`config.mk`:
```
export PLATFORM = sky130hd
export DESIGN_NAME = disp_capture
export DESIGN_NICKNAME = d
export VERILOG_FILES = /design/src/rtl/disp_capture.sv
export SDC_FILE = /design/constraint.sdc
export NUM_CORES = 1
export LEC_CHECK = 0
export BUFFER_PORTS_ARGS = -buffer_cell sky130_fd_sc_hd__buf_4
export CORE_MARGIN = 2
export CORE_UTILIZATION = 41
export CTS_BUF_LIST = sky130_fd_sc_hd__clkbuf_4 sky130_fd_sc_hd__clkbuf_8 sky130_fd_sc_hd__clkbuf_16
export DETAILED_ROUTE_END_ITERATION = 10
export GPL_TIMING_DRIVEN = 0
export PLACE_DENSITY_LB_ADDON = 0.12
export SETUP_SLACK_MARGIN = 0.15
export SLEW_MARGIN = 5
export SYNTH_ARGS = -nofsm -noshare
export SYNTH_HDL_FRONTEND = slang
export SYNTH_SLANG_ARGS = --single-unit
```
`constraint.sdc`:
```
create_clock -name clk -period 1.97 [get_ports clk]
set_input_delay 0.394 -clock clk [delete_from_list [all_inputs] [get_ports clk]]
set_output_delay 0.394 -clock clk [all_outputs]
set_load 0.1 [all_outputs]
```
`src/rtl/disp_capture.sv`:
```
// disp_capture: scan-clock divider with periodic/manual snapshot of eight
// live CPU registers into a double-buffered shadow bank for a display stage.
module disp_capture #(
  parameter int unsigned SCAN_HALF   = 25000,
  parameter int unsigned AUTO_PERIOD = 100
) (
  input  logic        clk,
  input  logic        rst,
  input  logic [15:0] reg_0,
  input  logic [15:0] reg_1,
  input  logic [15:0] reg_2,
  input  logic [15:0] reg_3,
  input  logic [15:0] reg_4,
  input  logic [15:0] reg_5,
  input  logic [15:0] reg_6,
  input  logic [15:0] reg_7,
  input  logic        cap_req,
  input  logic        freeze,
  output logic [15:0] shadow_0,
  output logic [15:0] shadow_1,
  output logic [15:0] shadow_2,
  output logic [15:0] shadow_3,
  output logic [15:0] shadow_4,
  output logic [15:0] shadow_5,
  output logic [15:0] shadow_6,
  output logic [15:0] shadow_7,
  output logic        sl_clk,
  output logic        cap_busy,
  output logic        cap_done
);

  typedef enum logic [1:0] {
    IDLE    = 2'd0,
    CAPTURE = 2'd1,
    COMMIT  = 2'd2
  } state_e;

  localparam logic [15:0] DIV_LAST  = 16'(SCAN_HALF - 1);
  localparam bit          AUTO_EN   = (AUTO_PERIOD != 0);
  localparam logic [7:0]  AUTO_LAST = AUTO_EN ? 8'(AUTO_PERIOD - 1) : 8'd0;

  logic [15:0] regs [8];

  state_e      state_q, state_d;
  logic [2:0]  idx_q, idx_d;
  logic        pend_q, pend_d;
  logic [15:0] div_q, div_d;
  logic        sl_clk_q, sl_clk_d;
  logic [7:0]  auto_cnt_q, auto_cnt_d;
  logic        auto_trig_q, auto_trig_d;
  logic        cap_done_q, cap_done_d;
  logic [15:0] staging_q [8];
  logic [15:0] staging_d [8];
  logic [15:0] shadow_q  [8];
  logic [15:0] shadow_d  [8];
  logic        auto_go;

  assign regs[0] = reg_0;
  assign regs[1] = reg_1;
  assign regs[2] = reg_2;
  assign regs[3] = reg_3;
  assign regs[4] = reg_4;
  assign regs[5] = reg_5;
  assign regs[6] = reg_6;
  assign regs[7] = reg_7;

  // A trigger already registered is still ignored if freeze rises meanwhile.
  assign auto_go = auto_trig_q && !freeze;

  // Scan divider, sl_clk toggle and auto-capture rising-edge counter.
  always_comb begin
    // NOTE: every always_comb output gets a default first so no path leaves it unassigned (no latch).
    div_d       = div_q + 16'd1;
    sl_clk_d    = sl_clk_q;
    auto_cnt_d  = auto_cnt_q;
    auto_trig_d = 1'b0;
    if (div_q == DIV_LAST) begin
      div_d    = 16'd0;
      sl_clk_d = ~sl_clk_q;
      if (!sl_clk_q && AUTO_EN && !freeze) begin
        if (auto_cnt_q == AUTO_LAST) begin
          auto_cnt_d  = 8'd0;
          auto_trig_d = 1'b1;
        end else begin
          auto_cnt_d = auto_cnt_q + 8'd1;
        end
      end
    end
    if (freeze || !AUTO_EN) auto_cnt_d = 8'd0;
  end

  // Capture FSM: sample eight registers into staging, then commit atomically.
  always_comb begin
    state_d    = state_q;
    idx_d      = idx_q;
    pend_d     = pend_q;
    staging_d  = staging_q;
    shadow_d   = shadow_q;
    cap_done_d = 1'b0;
    unique case (state_q)
      IDLE: begin
        if (cap_req || auto_go || pend_q) begin
          state_d = CAPTURE;
          idx_d   = 3'd0;
          pend_d  = 1'b0;
        end
      end
      CAPTURE: begin
        staging_d[idx_q] = regs[idx_q];
        idx_d            = idx_q + 3'd1;
        if (cap_req) pend_d = 1'b1;
        if (idx_q == 3'd7) state_d = COMMIT;
      end
      COMMIT: begin
        shadow_d   = staging_q;
        cap_done_d = 1'b1;
        state_d    = IDLE;
        if (cap_req) pend_d = 1'b1;
      end
      default: state_d = IDLE;
    endcase
  end

  // State registers with synchronous reset.
  always_ff @(posedge clk) begin
    // NOTE: sequential state uses <= so every flop samples pre-edge values regardless of statement order.
    if (rst) begin
      state_q     <= IDLE;
      idx_q       <= 3'd0;
      pend_q      <= 1'b0;
      div_q       <= 16'd0;
      sl_clk_q    <= 1'b0;
      auto_cnt_q  <= 8'd0;
      auto_trig_q <= 1'b0;
      cap_done_q  <= 1'b0;
      // NOTE: staging and shadow are small register banks that must read zero after reset, so they are reset like any flop (not RAM).
      staging_q   <= '{default: 16'h0000};
      shadow_q    <= '{default: 16'h0000};
    end else begin
      state_q     <= state_d;
      idx_q       <= idx_d;
      pend_q      <= pend_d;
      div_q       <= div_d;
      sl_clk_q    <= sl_clk_d;
      auto_cnt_q  <= auto_cnt_d;
      auto_trig_q <= auto_trig_d;
      cap_done_q  <= cap_done_d;
      staging_q   <= staging_d;
      shadow_q    <= shadow_d;
    end
  end

  assign sl_clk   = sl_clk_q;
  assign cap_busy = (state_q != IDLE);
  assign cap_done = cap_done_q;
  assign shadow_0 = shadow_q[0];
  assign shadow_1 = shadow_q[1];
  assign shadow_2 = shadow_q[2];
  assign shadow_3 = shadow_q[3];
  assign shadow_4 = shadow_q[4];
  assign shadow_5 = shadow_q[5];
  assign shadow_6 = shadow_q[6];
  assign shadow_7 = shadow_q[7];

endmodule

```
* Word level (Yosys, flattened, before mapping)
Cells that the tools add are included.
** Cells by class
- Add/subtract/negate cells :: 3
- Magnitude comparators :: 2
- Eq/ne operators :: 8
- Muxes and demuxes :: 17
- Bitwise gates (word level) :: 4
- Reduce and logical (&&, ||, !) cells :: 19
** Operator list (count)
- 128-bit bitwise mux :: 1
- 16-bit binary-select mux with 3-bit select :: 1
- 16-bit demux with 3-bit select :: 1
- 16-bit 2-to-1 mux :: 3
- 16-bit by 1-bit adder with 16-bit output, second input constant :: 1
- 16-bit by 15-bit equality test with 1-bit output, second input constant :: 1
- 8-bit by 1-bit adder with 8-bit output, second input constant :: 1
- 8-bit by 7-bit equality test with 1-bit output, second input constant :: 1
- 8-bit 2-to-1 mux :: 1
- 3-bit case mux with 2 select lines :: 1
- 2-bit AND reduction :: 3
- 2-bit nonzero test :: 3
- 2-bit OR reduction :: 3
- 4-bit >= comparator, second input constant :: 1
- 4-bit by 1-bit less-than comparator with 1-bit output, second input constant :: 1
- 1-bit 2-to-1 mux :: 4
- 2-bit 2-to-1 mux :: 2
- 2-bit inequality test, second input constant :: 2
- 3-bit NOT with 4-bit output :: 1
- 2-bit case mux with 2 select lines :: 1
- 3-bit by 1-bit adder with 3-bit output, second input constant :: 1
- 3-bit equality test, second input constant :: 1
- 1-bit logical AND :: 3
- 3-bit 2-to-1 mux :: 1
- other kinds (10) :: 14
** Word-level totals
- Bits in registers :: 289
- Bits of input ports :: 132
- Output and inout bits :: 131
- Word-level logic and storage cells :: 77

* Logic depth before layout (Yosys ltp)
- Depth after elaboration :: 6
- Depth in mapped cells :: 8
- Depth with buffers taken out :: 6

* Worst setup path after synthesis
OpenSTA, ideal clock, no wires.
- Kind :: register -> register
- Start :: register div_q[11]
- End :: register auto_cnt_q[7]
- Library setup time :: 0.070 ns
- Data arrival time :: 2.050 ns
- Required time :: 1.900 ns
- Slack :: -0.150 ns
- Stages on the path, launching flop included :: 5
- Path buffers :: 0
- Period minus slack after synthesis :: 2.120 ns
- Path through :: dfxtp_1 or4_4 or4_4 or4_1 a21oi_1
** Between the ends
- Longest elaborated chain between the ends :: 2
** RTL lines
- start: declaration :: line 47 : logic [15:0] div_q, div_d;
- start signal: assignment :: line 143 : div_q <= div_d;
- 16-bit by 15-bit equality test with 1-bit output :: line 77 : if (div_q == DIV_LAST) begin
- 2-bit AND reduction (no source line)
- end signal: assignment :: line 145 : auto_cnt_q <= auto_cnt_d;
- end: declaration :: line 49 : logic [7:0] auto_cnt_q, auto_cnt_d;
No other way between the ends.
A chain may end at the register's enable or synchronous reset.

* Final worst setup path
- Start :: register div_q[9]
- End :: register auto_cnt_q[7]
Same word-level chain as after synthesis.

==> results.py <==
metrics = {
    "placement": {
        "io_buffer_count": 261,
        "place_congestion": 0.856,
        "place_inst": 1751,
        "hpwl_mm": 19.9,
        "dpl_cell_area_mm2": 0.0128,
    },
    "synthesis": {
        "synth-simple-area-share": 0.188,
        "synth_top_family_by_area": "simple AND/OR/NAND/NOR gates",
        "syn_area_per_cell_um2": 8.97,
        "synth-async-reset-ratio": 0,
        "synthCells": 1160,
        "yosysWarnings": 0,
        "synth-seq-cells": 289,
        "synthesis.nets": 1300,
        "synthAdderAreaFrac": 0.00962,
        "synth_ff_type": "dfxtp_1",
        "ys_seq_area_frac": 0.556,
        "synth.distinct_cells": 36,
        "synth-compound-area-share": 0.0762,
        "synth-xor-area-share": 0.0118,
        "synth_edf_count": 0,
        "synthMuxAreaShare": 0.129,
        "syn-cell-area_mm2": 0.0104,
    },
    "hold_path": {
        "hp-class": "input port to register",
    },
    "worst_setup_path": {
        "worst_ep_arrival_time_ns": 2.64,
        "cp-start-kind": "register",
        "path_class": "register to register",
        "crit_path_max_fanout": 4,
        "cp.required_ns": 2.45,
        "endpoint_kind": "register",
    },
    "sta": {
        "setup_viol_count_final": 5,
        "max_freq_mhz": 464,
        "timing.final.crit_share": 1.10,
        "whs_ns": 0.0878,
        "slew_violations": 0,
        "period_minus_slack_ns": 2.16,
        "slew-limit-headroom": 0.466,
        "setup_ws_ns": -0.187,
        "clock_skew_ns": 0.00739,
        "worst_pin_slew_ns": 0.802,
        "rsz0062_at_grt": "yes",
        "hold_viol": 0,
    },
    "finish": {
        "n_antenna_cell": 0,
        "post-route-cell-area_mm2": 0.0145,
        "final_layout_size_suffix_gt1_frac": 0.291,
        "register_area_mm2": 0.00580,
        "fill_cells": 2349,
        "syn2layout_area_growth_pct": 39.3,
        "fin_nets": 1619,
        "post-route-util": 0.579,
        "stdcell_count": 1833,
        "multi_input_area_mm2": 0.00460,
    },
    "die": {
        "rows": 58,
        "core_area_mm2": 0.0250,
        "die_area_mm2": 0.0267,
        "initial_utilization": 0.416,
        "io_pins": 263,
        "die_w_um": 163,
        "dieHeight_um": 163,
    },
    "grt": {
        "grt_start_max_net_pins": 16,
        "antenna_found_initial": 0,
        "grt_first_pass_wirelength_mm": 44.2,
        "grt_pass1_vias": 8390,
        "grt_usage": 0.208,
        "overflow": 0,
    },
    "drt": {
        "final_antenna_net_count": 0,
        "wirelength_mm": 28.9,
        "drt_iter0_markers": 444,
        "wl_per_cell_um": 15.7,
        "firstDrtPassIters": 5,
        "wl_met2_mm": 13.5,
        "post-route-drc-count": 0,
        "drt-met1-wl_mm": 12.8,
        "wl_met3_mm": 1.91,
        "viasPerCell": 4.84,
        "vias": 8866,
        "top_layer": "met4",
    },
    "cts": {
        "cts_inserted_buffers": 31,
        "clock_sinks": 289,
        "ctsHoldBuffers": 0,
        "clkTransAtPathRegs_ns": 0.06,
        "cts_tree": "built",
        "cts_buffer_depth": 3,
        "clock-root-buffer": "clkbuf_16",
        "clk-insertion-delay-late_ns": 0.55,
        "cts_max_level": 1,
    },
    "power_and_ir_drop": {
        "ir_drop_v": 0.000603,
        "p_leak_nw": 5.50,
        "finalPower_w": 0.0127,
        "power_density_mw_per_mm2": 874,
    },
    "run_status": {
        "violations": "setup timing",
        "status": "finished, violations left",
    },
    "flow_run": {
        "maxCapViolations": 0,
    },
}
## synth_stat cells, drive strengths merged, types with 2 or more instances
cell | instances | area share
xnor2 | 12 | 0.010
dfxtp | 289 | 0.56
nand3 | 10 | 0.0048
mux2i | 130 | 0.13
nand2 | 273 | 0.098
buf | 16 | 0.0065
nand2b | 5 | 0.0030
or4 | 6 | 0.0050
nand4 | 7 | 0.0042
o31ai | 2 | 0.0014
inv | 8 | 0.0029
or2 | 2 | 0.0012
or3 | 4 | 0.0024
nor2b | 4 | 0.0024
mux4 | 2 | 0.0043
a32oi | 2 | 0.0017
ha | 8 | 0.0096
nor2 | 160 | 0.058
clkbuf | 54 | 0.019
a21oi | 137 | 0.066
nor4 | 7 | 0.0042
a211oi | 2 | 0.0014
o21ai | 4 | 0.0019
xor2 | 2 | 0.0017
nor3 | 6 | 0.0029
## path summary, 6_finish.rpt
path | start | endpoint | slack [ns] | depth (start not counted)
worst max-delay path | div_q[9]$_SDFF_PP0_ | auto_cnt_q[7]$_SDFFE_PP0P_ | -0.19 | 4
worst min-delay path | reg_4[6] | staging_q[54]$_SDFFE_PP0P_ | 0.09 | 3
worst max register to register | div_q[9]$_SDFF_PP0_ | auto_cnt_q[7]$_SDFFE_PP0P_ | -0.19 | 4
worst min register to register | staging_q[11]$_SDFFE_PP0P_ | staging_q[11]$_SDFFE_PP0P_ | 0.45 | 2
## area by class of cell
class	instances	area share
sequential	289	0.400
multi-input combinational	793	0.317
timing repair buffer	287	0.152
clock buffer	46	0.0643
tap	330	0.0285
buffer	69	0.0273
clock inverter	11	0.00802
inverter	8	0.00224
## cell families after synthesis
kind of cell / after synthesis
simple gates: 487
flops: 289
compound gates: 152
mux: 132
buf+inv: 78
xor+xnor: 14
fa+ha+maj: 8
## flip-flops by register name, indices dropped and copies added (netlist names), 3 cells and up
register	count
shadow_2	16
shadow_7	16
shadow_1	16
shadow_5	16
shadow_4	16
shadow_6	16
div_q	16
shadow_3	16
auto_cnt_q	8
shadow_0	16
idx_q	3
staging_q	128
## layout by cell type (no fill, tap or decap), drive strengths merged, types with 3 or more instances in the layout
cell type	netlist	layout
a21oi	137	137
buf	16	314
clkbuf	54	88
clkinv	0	5
clkinvlp	0	3
dfxtp	289	289
ha	8	8
inv	8	9
mux2i	130	130
nand2	273	273
nand2b	5	5
nand3	10	10
nand4	7	7
nor2	160	160
nor2b	4	4
nor3	6	6
nor4	7	7
o21ai	4	4
or3	4	4
or4	6	6
xnor2	12	12
## metal layers
layer  global-route usage  vias to the layer above
met5                    0                        -
met4               0.0519                        0
met3               0.0523                       38
met2                0.342                      205
met1                0.274                     4118
li1                     -                     4505
## metrics by stage
stage	setup TNS (ns)	setup slack (ns)
finish	-0.344	-0.187
global route	-0.757	-0.226
CTS	-0.356	-0.190
detailed placement	-87.67	-0.556
global placement	-84.09	-0.531
floorplan	-0.104	-0.0853
## report_power, final
group / leakage (nW) / switching, W / internal (W)
clock network: 0.522 / 0.00232 / 0.00353
logic: 2.64 / 0.000484 / 0.000391
registers: 2.33 / 0.0000409 / 0.00591
## critical path, cell delays in order (launching register included)
cell and delay, ns:
dfxtp_4 0.34, or4_4 0.53, or4_4 0.57, or4_4 0.53
a21oi_2 0.12
## timing repair
item	CTS	global route
endpoints found under the setup margin	282	111
setup buffers	10	15
cloned	0	1
hold endpoints to repair	0	0
pin swaps	9	17
gates resized for setup	98	60
Note: power is estimated with default switching activity, not from simulation.
